## src/rtl/y_serial_sub_pkg.sv

```systemverilog
// Shared FSM state encoding for the bit-serial subtractor, so the sequencer and
// benches decode dbg_state identically.
package y_serial_sub_pkg;

    typedef enum logic [1:0] {
        ST_IDLE  = 2'd0,
        ST_SHIFT = 2'd1,
        ST_DONE  = 2'd2
    } state_t;

endpackage

```

## src/rtl/y_sub_bit.sv

```systemverilog
// Combinational 1-bit full subtractor cell: d = x - y - bin, with borrow-out.
module y_sub_bit (
    input  logic x,
    input  logic y,
    input  logic bin,
    output logic d,
    output logic bout
);

    assign d    = x ^ y ^ bin;
    assign bout = (~x & y) | (~(x ^ y) & bin);

endmodule

```

## src/rtl/y_serial_sub.sv

```systemverilog
// Bit-serial subtractor: diff = a - b, LSB-first, one bit per cycle over WIDTH cycles.
// Optional zero/neg result flags are enabled by defining Y_SUB_FLAGS_EN.
module y_serial_sub
    import y_serial_sub_pkg::*;
#(
    parameter int WIDTH = 32
) (
    input  logic             clk,
    input  logic             rst_n,
    input  logic             start,
    input  logic [WIDTH-1:0] a,
    input  logic [WIDTH-1:0] b,
    output logic             busy,
    output logic             done,
    output logic [WIDTH-1:0] diff,
    output logic             borrow,
    output logic             overflow,
`ifdef Y_SUB_FLAGS_EN
    output logic             zero,
    output logic             neg,
`endif
    output logic [1:0]       dbg_state
);

    localparam int CW = (WIDTH > 1) ? $clog2(WIDTH) : 1;
    localparam logic [CW-1:0] LAST = CW'(WIDTH - 1);

    // Handshake: start is sampled only in ST_IDLE; done is a one-cycle pulse and
    // diff/borrow/overflow are valid from that cycle until the next done.
    state_t           state_q, state_d;
    logic [WIDTH-1:0] a_sr_q, a_sr_d;
    logic [WIDTH-1:0] b_sr_q, b_sr_d;
    logic [WIDTH-1:0] r_sr_q, r_sr_d;
    logic [CW-1:0]    cnt_q, cnt_d;
    logic             bor_q, bor_d;
    logic             a_msb_q, a_msb_d;
    logic             b_msb_q, b_msb_d;
    logic [WIDTH-1:0] diff_q, diff_d;
    logic             borrow_q, borrow_d;
    logic             overflow_q, overflow_d;
    logic             done_q, done_d;
`ifdef Y_SUB_FLAGS_EN
    logic             zero_q, zero_d;
    logic             neg_q, neg_d;
`endif

    logic bit_d, bit_bout;

    y_sub_bit u_bit (
        .x    (a_sr_q[0]),
        .y    (b_sr_q[0]),
        .bin  (bor_q),
        .d    (bit_d),
        .bout (bit_bout)
    );

    always_comb begin
        state_d    = state_q;
        a_sr_d     = a_sr_q;
        b_sr_d     = b_sr_q;
        r_sr_d     = r_sr_q;
        cnt_d      = cnt_q;
        bor_d      = bor_q;
        a_msb_d    = a_msb_q;
        b_msb_d    = b_msb_q;
        diff_d     = diff_q;
        borrow_d   = borrow_q;
        overflow_d = overflow_q;
        done_d     = 1'b0;
`ifdef Y_SUB_FLAGS_EN
        zero_d     = zero_q;
        neg_d      = neg_q;
`endif
        case (state_q)
            ST_IDLE: begin
                if (start) begin
                    a_sr_d  = a;
                    b_sr_d  = b;
                    bor_d   = 1'b0;
                    cnt_d   = '0;
                    // Operand MSBs are kept because the shift regs lose them.
                    a_msb_d = a[WIDTH-1];
                    b_msb_d = b[WIDTH-1];
                    state_d = ST_SHIFT;
                end
            end
            ST_SHIFT: begin
                a_sr_d = a_sr_q >> 1;
                b_sr_d = b_sr_q >> 1;
                r_sr_d = {bit_d, r_sr_q[WIDTH-1:1]};
                bor_d  = bit_bout;
                if (cnt_q == LAST) begin
                    state_d = ST_DONE;
                end else begin
                    cnt_d = cnt_q + 1'b1;
                end
            end
            ST_DONE: begin
                diff_d     = r_sr_q;
                borrow_d   = bor_q;
                overflow_d = (a_msb_q ^ b_msb_q) & (r_sr_q[WIDTH-1] ^ a_msb_q);
                done_d     = 1'b1;
`ifdef Y_SUB_FLAGS_EN
                zero_d     = (r_sr_q == '0);
                neg_d      = r_sr_q[WIDTH-1];
`endif
                state_d    = ST_IDLE;
            end
            default: state_d = ST_IDLE;
        endcase
    end

    always_ff @(posedge clk or negedge rst_n) begin
        if (!rst_n) begin
            state_q    <= ST_IDLE;
            a_sr_q     <= '0;
            b_sr_q     <= '0;
            r_sr_q     <= '0;
            cnt_q      <= '0;
            bor_q      <= 1'b0;
            a_msb_q    <= 1'b0;
            b_msb_q    <= 1'b0;
            diff_q     <= '0;
            borrow_q   <= 1'b0;
            overflow_q <= 1'b0;
            done_q     <= 1'b0;
`ifdef Y_SUB_FLAGS_EN
            zero_q     <= 1'b0;
            neg_q      <= 1'b0;
`endif
        end else begin
            state_q    <= state_d;
            a_sr_q     <= a_sr_d;
            b_sr_q     <= b_sr_d;
            r_sr_q     <= r_sr_d;
            cnt_q      <= cnt_d;
            bor_q      <= bor_d;
            a_msb_q    <= a_msb_d;
            b_msb_q    <= b_msb_d;
            diff_q     <= diff_d;
            borrow_q   <= borrow_d;
            overflow_q <= overflow_d;
            done_q     <= done_d;
`ifdef Y_SUB_FLAGS_EN
            zero_q     <= zero_d;
            neg_q      <= neg_d;
`endif
        end
    end

    assign busy      = (state_q != ST_IDLE);
    assign done      = done_q;
    assign diff      = diff_q;
    assign borrow    = borrow_q;
    assign overflow  = overflow_q;
    assign dbg_state = state_q;
`ifdef Y_SUB_FLAGS_EN
    assign zero      = zero_q;
    assign neg       = neg_q;
`endif

endmodule

```

## config.mk

```make
export PLATFORM = sky130hd
export DESIGN_NAME = y_serial_sub
export DESIGN_NICKNAME = d
export VERILOG_FILES = /design/src/rtl/y_serial_sub_pkg.sv /design/src/rtl/y_sub_bit.sv /design/src/rtl/y_serial_sub.sv
export SDC_FILE = /design/constraint.sdc
export NUM_CORES = 1
export LEC_CHECK = 0
export ABC_AREA = 1
export CORE_ASPECT_RATIO = 2
export CORE_MARGIN = 1.5
export CORE_UTILIZATION = 35
export CTS_CLUSTER_DIAMETER = 200
export DETAILED_ROUTE_END_ITERATION = 8
export GPL_TIMING_DRIVEN = 0
export HOLD_SLACK_MARGIN = 0.08
export PLACE_DENSITY = 0.68
export SETUP_SLACK_MARGIN = 0.4
export SYNTH_ARGS = -nofsm -noshare
export SYNTH_HDL_FRONTEND = slang
export SYNTH_SLANG_ARGS = --single-unit
```

## constraint.sdc

```tcl
create_clock -name clk -period 1.7 [get_ports clk]
set_input_delay 0.34 -clock clk [delete_from_list [all_inputs] [get_ports clk]]
set_output_delay 0.34 -clock clk [all_outputs]
set_load 0.05 [all_outputs]
```

== Word level (Yosys, flattened, before mapping) ==
Index checks and enable logic that the tools add are counted.
W data, S select, Z words.

* Equality and inequality tests: 6
* Bitwise logic cells: 10
* Multiplexer cells: 13
* Add/subtract/negate cells: 1
* Reduce and logical (&&, ||, !) cells: 7

{| class="wikitable"
|+ Operator list
! cell !! count
|-
| $pmux W32 S2 || 2
|-
| $mux W32 || 2
|-
| $mux W5 || 2
|-
| $pmux W5 S2 || 1
|-
| $ne A2 B2 Y1 const B || 3
|-
| $reduce_and A2 Y1 || 3
|-
| $add A5 B1 Y5 const B || 1
|-
| $eq A5 B5 Y1 const B || 1
|-
| $mux W2 || 2
|-
| $pmux W2 S2 || 1
|-
| $reduce_bool A2 Y1 || 2
|-
| $xor A1 B1 Y1 || 4
|-
| $and A1 B1 Y1 || 3
|-
| $reduce_and A3 Y1 || 1
|-
| $eq A2 B1 Y1 const B || 1
|-
| $eq A2 B2 Y1 const B || 1
|-
| $logic_not A2 Y1 || 1
|-
| $mux W1 || 2
|-
| $not A1 Y1 || 2
|-
| $pmux W1 S2 || 1
|-
| $or A1 B1 Y1 || 1
|}

* Output and inout port bits: 38
* Flip-flop bits (word level): 141

== Depth between registers and ports, before layout ==
* Word-level depth: 5
* Depth in mapped cells: 10
* Depth with buffers taken out: 10

== Cells and area by module ==
A second synthesis with hierarchy kept.

* Cells, all modules: 714
* Area, all modules: 6067.1 µm²

{| class="wikitable"
|+ Modules (own cells, without submodules)
! module !! cells each !! instances !! area an instance (µm²)
|-
| y_serial_sub || 711 || 1 || 6039.5
|-
| y_sub_bit || 3 || 1 || 27.5
|}

== Least setup slack after synthesis ==
No wires, ideal clock.

* Kind: reg-to-output
* Start: register state_q[0] (netlist: dbg_state[0])
* End: output port busy
* Slack: 0.160 ns
* Required time: 1.360 ns
* Cell stages (with the launch flop): 3
* Arrival: 1.200 ns
* Cell sequence: dfrtp_1 > inv_2 > nand2_1

* Longest elaborated chain between the ends: 1

{| class="wikitable"
|+ Ends and longest elaborated chain
! item !! RTL line !! source
|-
| from (decl) || y_serial_sub.sv:30 || <nowiki>state_t state_q, state_d;</nowiki>
|-
| from (signal assigned) || y_serial_sub.sv:132 || <nowiki>state_q <= state_d;</nowiki>
|-
| $reduce_bool A2 Y1 || y_serial_sub.sv:151 || <nowiki>assign busy = (state_q != ST_IDLE);</nowiki>
|-
| to (decl) || y_serial_sub.sv:13 || <nowiki>output logic busy,</nowiki>
|}

Every way passes these cells.

== Final worst setup path ==
Ends and elaborated chain as after synthesis.

==> metrics.md <==
| Metric | Value |
|---|---|
| Failing checks | `negative hold slack` |
| Worst r2r src | `dbg_state[1]` |
| Yosys cell types | `23` |
| Drt pass-1 iters | `5` |
| Pre-CTS setup slack | `-0.05636 ns` |
| Syn nets | `781` |
| Status | `complete, but fails checks` |
| Synth Area in Compound Gates | `16.36%` |
| Reg2reg setup slack | `0.24 ns` |
| Area post-placement | `7523 µm²` |
| Share of cells above drive strength 1 | `26.24%` |
| Routing usage on met2 | `30.20%` |
| Met3 GRT Util | `2.718%` |
| Final WS setup | `0.2366 ns` |
| Final Wtd Congestion | `0.7933` |
| Die X-Extent | `96.48 µm` |
| Adder-Cell Fraction of Synth Area | `0.7363%` |
| Multi-input logic area | `2256 µm²` |
| Area Overhead vs Synth | `47.78%` |
| Drt initial violations | `154` |
| Largest family of logic cells by synthesized area | `compound AO/OA/AOI/OAI gates` |
| I/O pin count | `105` |
| Die height | `190.0 µm` |
| Number of remaining DRC errors | `0` |
| Cell area after layout | `9040 µm²` |
| Commonest cells after routing, fill and taps aside | `177 x nand2_1, 139 x dfrtp_1, 112 x o21ai_1, 100 x inv_1, 65 x clkdlybuf4s50_1` |
| RSZ-0062 raised after global routing | `true` |
| Via count | `5146` |
| Synth top area share | `57.68%` |
| Nets | `945` |
| XOR/XNOR share of the synthesized area | `0%` |
| R2R cell count | `9` |
| Max-slew violation count | `0` |
| # diodes | `0` |
| Vias in the first global route | `5119` |
| Required time worst endpoint | `1.36 ns` |
| Final Hold Viols | `48` |
| GR Util All Layers | `16.73%` |
| Register area | `3531 µm²` |
| Number of synthesized flops with an enable pin | `0` |
| Largest cells by area after synthesis | `dfrtp_1 58%, nand2_1 13%, o21ai_1 9.6%` |
| WL per Instance | `13.68 µm` |
| Register area share after synthesis | `57.68%` |
| Root buf cell | `clkbuf_16` |
| Fillers | `1600` |
| First-pass GRT wire length | `23.78 mm` |
| CP Data Arrival Time | `1.12 ns` |
| Worst R2R End | `cnt_q[3]` |
| Hold slack | `-0.1372 ns` |
| Minimum clock period | `1.463 ns` |
| GR Util met1 | `18.80%` |
| Clock sinks | `141` |
| Worst Max-Slew Pin Slew | `0.4913 ns` |
| H-tree levels | `4` |
| Worst Setup Path Type | `reg2out` |
| TritonCTS clock tree | `done` |
| Synth Flop Type | `dfrtp_1` |
| Dpl hpwl | `10.25 mm` |
| Syn Area/Cell | `8.604 µm²` |
| Worst Setup End Kind | `output port` |
| Clock transition at the registers of the reported paths | `0.06 ns` |
| Largest net degree at the start of global routing | `94` |
| Clk_lat worst skew | `0.41 ns` |
| YS warnings | `0` |
| Initial Util | `35.59%` |
| Most common cell after layout, fill and taps aside | `nand2_1` |
| Max-slew headroom | `67.24%` |
| Simple-gate area share of the yosys netlist | `14.56%` |
| Synthesized area | `6117 µm²` |
| Post-Syn Instances | `711` |
| Total grt overflow | `0` |
| GRT busiest layer | `met2` |
| Antenna Nets Post-Route | `0` |
| Num CTS Buffers | `17` |
| Async S/R FF share, synth | `100.0%` |
| Final setup skew | `0.01013 ns` |
| Leading area contributor after synthesis | `dfrtp_1` |
| Max Cap Violations | `0` |
| Core Area | `17190 µm²` |
| Antenna violations before repair | `0` |
| #FFs+latches synth | `141` |
| Routed Wire Length | `15.03 mm` |
| Std-Cell Rows | `68` |
| Deepest clock path buffer count | `2` |
| DIE AREA | `18330 µm²` |
| Number of port buffers | `104` |
| Multiplexer share of the synthesized area | `0.1636%` |
| CP max FO | `3` |
| Worst hold path class | `in2async` |
| Final setup vio count | `0` |
| Fmax | `0.6833 GHz` |
| Fin crit share | `86.08%` |
| Static Leak | `4.296 nW` |
| Power per cell area | `1473 nW/µm²` |
| Worst setup SP type | `flip-flop` |
| Via density | `4.687` |
| Maximum VDD drop | `0.0008015 V` |
[kinds of logic (layout without fill, tap and decap cells)]
group                    after synthesis  after routing
buffers and inverters                145            322
adder cells (fa/ha/maj)                3              3
multiplexers                           1              1
AND/OR/NAND/NOR                      225            225
AO/OA/AOI/OAI                        196            196
flip-flops                           141            141
[worst max path at each step]
stage | startpoint | to | cells after the start
after global routing | dbg_state[1] | a_sr_q[13] | 8
final | dbg_state[0] | busy | 3
after global placement | rst_n | dbg_state[0] | 1
after detailed placement | start | b_sr_q[18] | 7
after floorplan | dbg_state[0] | busy | 2
after CTS | dbg_state[0] | busy | 3
[cells in the mapped netlist, types with 2 or more instances]
master and instances:
o21ai_1 117, nand3_1 4, buf_2 18, buf_6 8, nand2_4 2, inv_2 2
nand2_1 210, o21ai_0 71, buf_4 4, clkbuf_1 10, dfrtp_1 141, nor2_1 6
inv_1 102, o21ai_2 5, ha_1 2, a21oi_1 2
[repair_timing]
item | CTS | global route
pin swaps | 6 | 26
gates cloned | 0 | 8
hold endpoints to repair | 48 | 48
setup endpoints to repair | 149 | 163
gates resized for setup | 293 | 130
setup buffers | 19 | 13
[registers in the layout (all words and copies together) (netlist names), 2 cells and up]
| signal | flops |
|---|---|
| a_sr_q | 32 |
| b_sr_q | 32 |
| diff | 32 |
| r_sr_q | 32 |
| cnt_q | 5 |
| dbg_state | 2 |
[critical path, cell delays in order (launching register included)]
cell	delay, ns
dfrtp_2	0.43
inv_2	0.09
nand2_2	0.05
buf_6	0.14
[area by class of cell]
type	instances	share of cell area (%)
flip-flops and latches	141	39.06
multi-input cells	425	24.95
repair buffers	145	17.29
plain buffers	41	5.052
clock buffers	17	4.706
inverters	104	4.374
well taps	210	2.907
clock inverters	15	1.661
[routing by layer]
| layer | wire, µm | up-vias |
|---|---|---|
| li1 | - | 2574 |
| met1 | 5895 | 2467 |
| met2 | 8425 | 82 |
| met3 | 330 | 23 |
| met4 | 376 | 0 |
| met5 | 0 | - |
[per-stage QoR]
step / setup TNS [ns] / std cells / util, % / total power [mW]
final: 0 / 1098 / 52.60 / 13.32
after global routing: 0 / 1098 / 52.60 / 14.24
after CTS: 0 / 1077 / 48.71 / 12.69
after detailed placement: -0.7621 / 1026 / 43.78 / 8.741
after global placement: -780.32 / 1025 / 43.61 / 8.611
after floorplan: 0 / 711 / - / 7.622
[where the power goes]
part           total (mW)  switching [mW]  internal [mW]
Clock                3.64            1.57           2.07
Sequential           4.87           0.432           4.44
Combinational        4.81            2.65           2.16
Total                13.3            4.65           8.66
Power figures use the tool's default switching activity.
